**config.mk**
```make
export PLATFORM = sky130hd
export DESIGN_NAME = sha256_msg_sched
export DESIGN_NICKNAME = d
export VERILOG_FILES = /design/src/rtl/sha256_msg_sched.sv
export SDC_FILE = /design/constraint.sdc
export NUM_CORES = 2
export LEC_CHECK = 0
export CAP_MARGIN = 20
export CORE_MARGIN = 2
export CORE_UTILIZATION = 46
export DETAILED_ROUTE_END_ITERATION = 16
export PLACE_DENSITY_LB_ADDON = 0.3
export SLEW_MARGIN = 20
export SYNTH_ARGS = -nofsm -noshare
export SYNTH_HDL_FRONTEND = slang
export SYNTH_SLANG_ARGS = --single-unit
```
**constraint.sdc**
```tcl
create_clock -name clk -period 5.1 [get_ports clk]
set_input_delay 1.02 -clock clk [delete_from_list [all_inputs] [get_ports clk]]
set_output_delay 1.02 -clock clk [all_outputs]
set_load 0.01 [all_outputs]
```
**src/rtl/sha256_msg_sched.sv**
```systemverilog
// SHA-256 message schedule and round sequencer.
// Loads a 512-bit block, emits W[t] once per enabled RUN cycle through a
// 16-word sliding window, and drives the working-register load strobe.
// Optional build macro SHA_WK_PREADD_EN: w_out carries W[t]+K[t] instead of W[t].
module sha256_msg_sched #(
  parameter int unsigned ROUNDS = 64
) (
  input  logic         clk,
  input  logic         rst,
  input  logic         start,
  input  logic [511:0] block_in,
  input  logic         en,
  output logic         busy,
  output logic         control,
  output logic         w_valid,
  output logic [31:0]  w_out,
  output logic [5:0]   round,
  output logic         done
);

  typedef enum logic [1:0] {
    S_IDLE,
    S_INIT,
    S_RUN,
    S_DONE
  } state_t;

  localparam logic [5:0] LAST_ROUND = 6'(ROUNDS - 1);

`ifdef SHA_WK_PREADD_EN
  localparam logic [31:0] K [64] = '{
    32'h428a2f98, 32'h71374491, 32'hb5c0fbcf, 32'he9b5dba5,
    32'h3956c25b, 32'h59f111f1, 32'h923f82a4, 32'hab1c5ed5,
    32'hd807aa98, 32'h12835b01, 32'h243185be, 32'h550c7dc3,
    32'h72be5d74, 32'h80deb1fe, 32'h9bdc06a7, 32'hc19bf174,
    32'he49b69c1, 32'hefbe4786, 32'h0fc19dc6, 32'h240ca1cc,
    32'h2de92c6f, 32'h4a7484aa, 32'h5cb0a9dc, 32'h76f988da,
    32'h983e5152, 32'ha831c66d, 32'hb00327c8, 32'hbf597fc7,
    32'hc6e00bf3, 32'hd5a79147, 32'h06ca6351, 32'h14292967,
    32'h27b70a85, 32'h2e1b2138, 32'h4d2c6dfc, 32'h53380d13,
    32'h650a7354, 32'h766a0abb, 32'h81c2c92e, 32'h92722c85,
    32'ha2bfe8a1, 32'ha81a664b, 32'hc24b8b70, 32'hc76c51a3,
    32'hd192e819, 32'hd6990624, 32'hf40e3585, 32'h106aa070,
    32'h19a4c116, 32'h1e376c08, 32'h2748774c, 32'h34b0bcb5,
    32'h391c0cb3, 32'h4ed8aa4a, 32'h5b9cca4f, 32'h682e6ff3,
    32'h748f82ee, 32'h78a5636f, 32'h84c87814, 32'h8cc70208,
    32'h90befffa, 32'ha4506ceb, 32'hbef9a3f7, 32'hc67178f2
  };
`endif

  state_t      state_q, state_d;
  logic [31:0] w_q [16];
  logic [31:0] w_d [16];
  logic [5:0]  round_q, round_d;
  logic [31:0] w_new;

  function automatic logic [31:0] sig0(input logic [31:0] x);
    return {x[6:0], x[31:7]} ^ {x[17:0], x[31:18]} ^ (x >> 3);
  endfunction

  function automatic logic [31:0] sig1(input logic [31:0] x);
    return {x[16:0], x[31:17]} ^ {x[18:0], x[31:19]} ^ (x >> 10);
  endfunction

  // Window slot 15 after the shift holds W[t+16], built from W[t+14], W[t+9], W[t+1], W[t].
  assign w_new = sig1(w_q[14]) + w_q[9] + sig0(w_q[1]) + w_q[0];

  // Next-state, window shift and round counter.
  always_comb begin
    state_d = state_q;
    w_d     = w_q;
    round_d = round_q;
    unique case (state_q)
      S_IDLE: begin
        if (start) begin
          for (int unsigned k = 0; k < 16; k++) begin
            w_d[k] = block_in[32*(15-k) +: 32];
          end
          round_d = '0;
          state_d = S_INIT;
        end
      end
      S_INIT: begin
        if (en) state_d = S_RUN;
      end
      S_RUN: begin
        if (en) begin
          for (int unsigned k = 0; k < 15; k++) begin
            w_d[k] = w_q[k+1];
          end
          w_d[15] = w_new;
          if (round_q == LAST_ROUND) begin
            round_d = '0;
            state_d = S_DONE;
          end else begin
            round_d = round_q + 6'd1;
          end
        end
      end
      S_DONE: state_d = S_IDLE;
      default: state_d = S_IDLE;
    endcase
  end

  // State, schedule window and round registers with synchronous reset.
  always_ff @(posedge clk) begin
    if (rst) begin
      state_q <= S_IDLE;
      w_q     <= '{default: '0};
      round_q <= '0;
    end else begin
      state_q <= state_d;
      w_q     <= w_d;
      round_q <= round_d;
    end
  end

  assign busy    = (state_q != S_IDLE);
  assign control = (state_q == S_INIT);
  assign w_valid = (state_q == S_RUN);
  assign done    = (state_q == S_DONE);
  assign round   = round_q;
`ifdef SHA_WK_PREADD_EN
  assign w_out   = w_q[0] + K[round_q];
`else
  assign w_out   = w_q[0];
`endif

endmodule

```
==> impl_metrics.env <==
export IMPL_status="complete, no violations"
export IMPL_finalClockSkew_ps=17.2
export IMPL_grt_pass1_wl_um=141000
export IMPL_hold_viol=0
export IMPL_cts_num_sinks=520
export IMPL_clock_latency_ps=630
export IMPL_synth_area_per_cell_um2=9.23
export IMPL_core_area_um2=58800
export IMPL_setup_viol_count_final=0
export IMPL_max_cap_viol_count=0
export IMPL_io_buffers=557
export IMPL_synth_edf_count=0
export IMPL_syn_cell_area_um2=27200
export IMPL_rr_endpoint="w_q[29]$_SDFFE_PP0P_"
export IMPL_clockBufferDepth=3
export IMPL_path_cells="xor2_1 > xnor2_1 > fa_1 > inv_1 > fa_1 > ha_1 > fa_1 > a21o_1 > nand4_1 > a21boi_4 > a21oi_2 > o41ai_2 > nor2_1 > a311oi_1 > o311a_1"
export IMPL_ys_top_cells_by_area="dfxtp_1, mux2i_1, a211oi_1"
export IMPL_antenna_found_initial=28
export IMPL_tns_ps=0
export IMPL_async_flop_share=0
export IMPL_cp_start_kind="flip-flop"
export IMPL_path_max_fanout=6
export IMPL_yosysUniqueCellTypes=59
export IMPL_cts_setup_buffers=0
export IMPL_synth_top_area_cell="dfxtp_1"
export IMPL_dpl_hpwl_um=76300
export IMPL_max_stage_delay_ps=510
export IMPL_r2r_start="w_q[52]$_SDFFE_PP0P_"
export IMPL_gp_congestion=0.934
export IMPL_nFillCells=5115
export IMPL_cp_required_ps=5670
export IMPL_fin_crit_ps=4320
export IMPL_drtAntennaViolNets=0
export IMPL_hold_buffers=0
export IMPL_drtPass1Iterations=5
export IMPL_die_area_um2=61100
export IMPL_holdPathStages=2
export IMPL_hp_class="flip-flop to flip-flop"
export IMPL_grt_ovfl_total=0
export IMPL_vias=22947
export IMPL_slowest_stage="fa_1"
export IMPL_crit_path_start="w_q[52]$_SDFFE_PP0P_"
export IMPL_wirelength_um=99000
export IMPL_drt_iter0_markers=1504
export IMPL_slew_violations=0
export IMPL_cp_buffers_inverters=1
export IMPL_synth_simple_area_share=0.0882
export IMPL_cts_tree="built"
export IMPL_ys_ff_latch=520
export IMPL_postSynthCellCount=2947
export IMPL_final_period_utilization=0.846
export IMPL_vias_per_cell=5.57
export IMPL_crit_top_cell="fa_1"
export IMPL_die_width_um=247
export IMPL_routedWlPerCell_um=24.0
export IMPL_synth_fa_ha_area_frac=0.0626
export IMPL_die_y_um=247
export IMPL_synth_top_flop_cell="dfxtp_1"
export IMPL_cts_root_buf="clkbuf_16"
export IMPL_holdPathEnd="w_q[16]$_SDFFE_PP0P_"
export IMPL_nets=3902
export IMPL_syn_nets=3562
export IMPL_max_slew_worst_pin_slew_ps=1070
export IMPL_reg2reg_slack_ps=780
export IMPL_synth_seq_area_share=0.383
export IMPL_ys_warn_count=0
export IMPL_maxSlewHeadroom=0.287
export IMPL_grt_pass1_vias=22513
export IMPL_setup_worst_path_end_class="flip-flop"
export IMPL_synth_top_family_by_area="multiplexers"
export IMPL_hold_start="w_q[16]$_SDFFE_PP0P_"
export IMPL_rsz0062_at_grt="false"
export IMPL_grtUsageTotal=0.312
export IMPL_crit_family="compound AO/OA/AOI/OAI gates"
export IMPL_io_pin_count=558
export IMPL_muxShareOfSynthArea=0.180
export IMPL_critical_path_class="flip-flop to flip-flop"
export IMPL_final_layout_size_suffix_gt1_frac=0.0453
export IMPL_synthXorXnorAreaFrac=0.0470
export IMPL_path_clk_slew_ps=60
export IMPL_r2r_cells=15
export IMPL_drc=0
export IMPL_rows=89
export IMPL_start_util=0.463
export IMPL_synthToLayoutAreaGrowth_pct=28.5
export IMPL_crit_arrival_ps=4880
export IMPL_synth_compound_area_frac=0.175
export IMPL_numCtsBuffers=57
export IMPL_fmax_ghz=0.232
export IMPL_cts_max_level=2
export IMPL_cts_resized=0
export IMPL_synth_top_area_frac=0.383
export IMPL_grt_max_degree=185
## worst min-delay path, stage by stage (launching register included)
cell     delay, ps
dfxtp_1        310
nand2_1         50
a21oi_1         50
## cell type report
class,instances,area [um2],area share
antenna,17,42.5,0.00122
clock buffer,72,1590,0.0456
clock inverter,33,464,0.0133
inverter,125,469,0.0134
multi-input combinational,1993,15100,0.431
sequential,520,10400,0.298
tap,773,967,0.0277
timing repair buffer,590,5940,0.170
## cell usage in the layout (no fill, tap or decap), types with 3 or more instances in the layout
cell type / n
nand2_1: 42
ha_1: 36
nor3b_1: 3
bufinv_16: 10
clkinv_2: 17
xor2_1: 56
buf_4: 24
dfxtp_1: 520
nand2b_1: 4
diode_2: 17
o31ai_1: 3
buf_12: 9
or3_1: 4
xnor2_1: 90
clkbuf_16: 57
a211o_1: 4
a211oi_1: 504
nor3_1: 8
o21ai_0: 20
mux2i_1: 490
a31oi_1: 4
clkbuf_8: 11
inv_1: 124
clkdlybuf4s50_1: 556
nand4_1: 5
fa_1: 62
o21bai_1: 4
and3_1: 5
a21oi_1: 47
a221oi_1: 7
nand3_1: 9
a21o_1: 16
o211ai_1: 5
nor2_1: 527
clkbuf_1: 4
## kinds of logic after synthesis
group	count (synthesis)
AO/OA/AOI/OAI	645
XOR/XNOR	146
adder cells (fa/ha/maj)	99
buffers and inverters	434
flip-flops	520
multiplexers	490
AND/OR/NAND/NOR	613
## metal layers
layer | wire, um | track usage | share of wire | vias up
met2 | 45800 | 0.504 | 0.46 | 792
met3 | 7620 | 0.0778 | 0.077 | 185
met1 | 41200 | 0.395 | 0.42 | 10862
li1 | - | - | - | 11084
met4 | 4230 | 0.136 | 0.043 | 24
met5 | 163 | 0 | 0.0016 | -
## through the flow
step | util | std cells | cell area, um2 | worst slack [ps] | hold WS, ps
finish | 0.595 | 4123 | 35000 | 783 | 456
global route | 0.594 | 4120 | 34900 | 473 | 480
CTS | 0.594 | 4106 | 34900 | 796 | 454
detailed placement | 0.559 | 4001 | 32900 | 853 | 447
global placement | 0.559 | 4001 | 32900 | 846 | 440
floorplan | - | 2947 | 27200 | 1290 | 432
## registers in the layout, indices dropped and copies added (netlist names)
name / flops
state_q: 2
w_out: 32
round: 6
w_q: 480
## cells in the mapped netlist, types with 2 or more instances
cell type  instances
clkbuf_1         267
a211o_1            4
o21a_1             2
a31oi_1            4
nor3b_1            3
nand2b_1           4
inv_1            124
nand2_1           42
a21oi_2            2
buf_4             32
o21ai_0           20
or3_1              4
mux2i_1          490
nor2_1           527
ha_1              37
o211ai_1           5
a221oi_1           7
fa_1              62
a211oi_1         504
o22ai_1            2
a21oi_1           48
nor3_1             8
xnor2_1           90
a22oi_1            2
nand4_1            5
o311a_1            2
dfxtp_1          520
a311oi_1           2
o41ai_2            2
o31ai_1            3
buf_2              3
xor2_1            56
and3_1             5
nand3_1            9
o21bai_1           4
buf_1              7
a21o_1            16
a211oi_2           2
## worst max-delay path by stage
stage | cells past startpoint | slack (ps) | endpoint
floorplan | 16 | 1290 | w_q[27]$_SDFFE_PP0P_
global placement | 15 | 850 | w_q[31]$_SDFFE_PP0P_
detailed placement | 15 | 850 | w_q[31]$_SDFFE_PP0P_
CTS | 15 | 800 | w_q[31]$_SDFFE_PP0P_
global route | 15 | 470 | w_q[31]$_SDFFE_PP0P_
finish | 15 | 780 | w_q[29]$_SDFFE_PP0P_
Power is left out: the tool's default activity adds up to more than one toggle a clock period on the data nets, which glitch-free logic cannot reach.
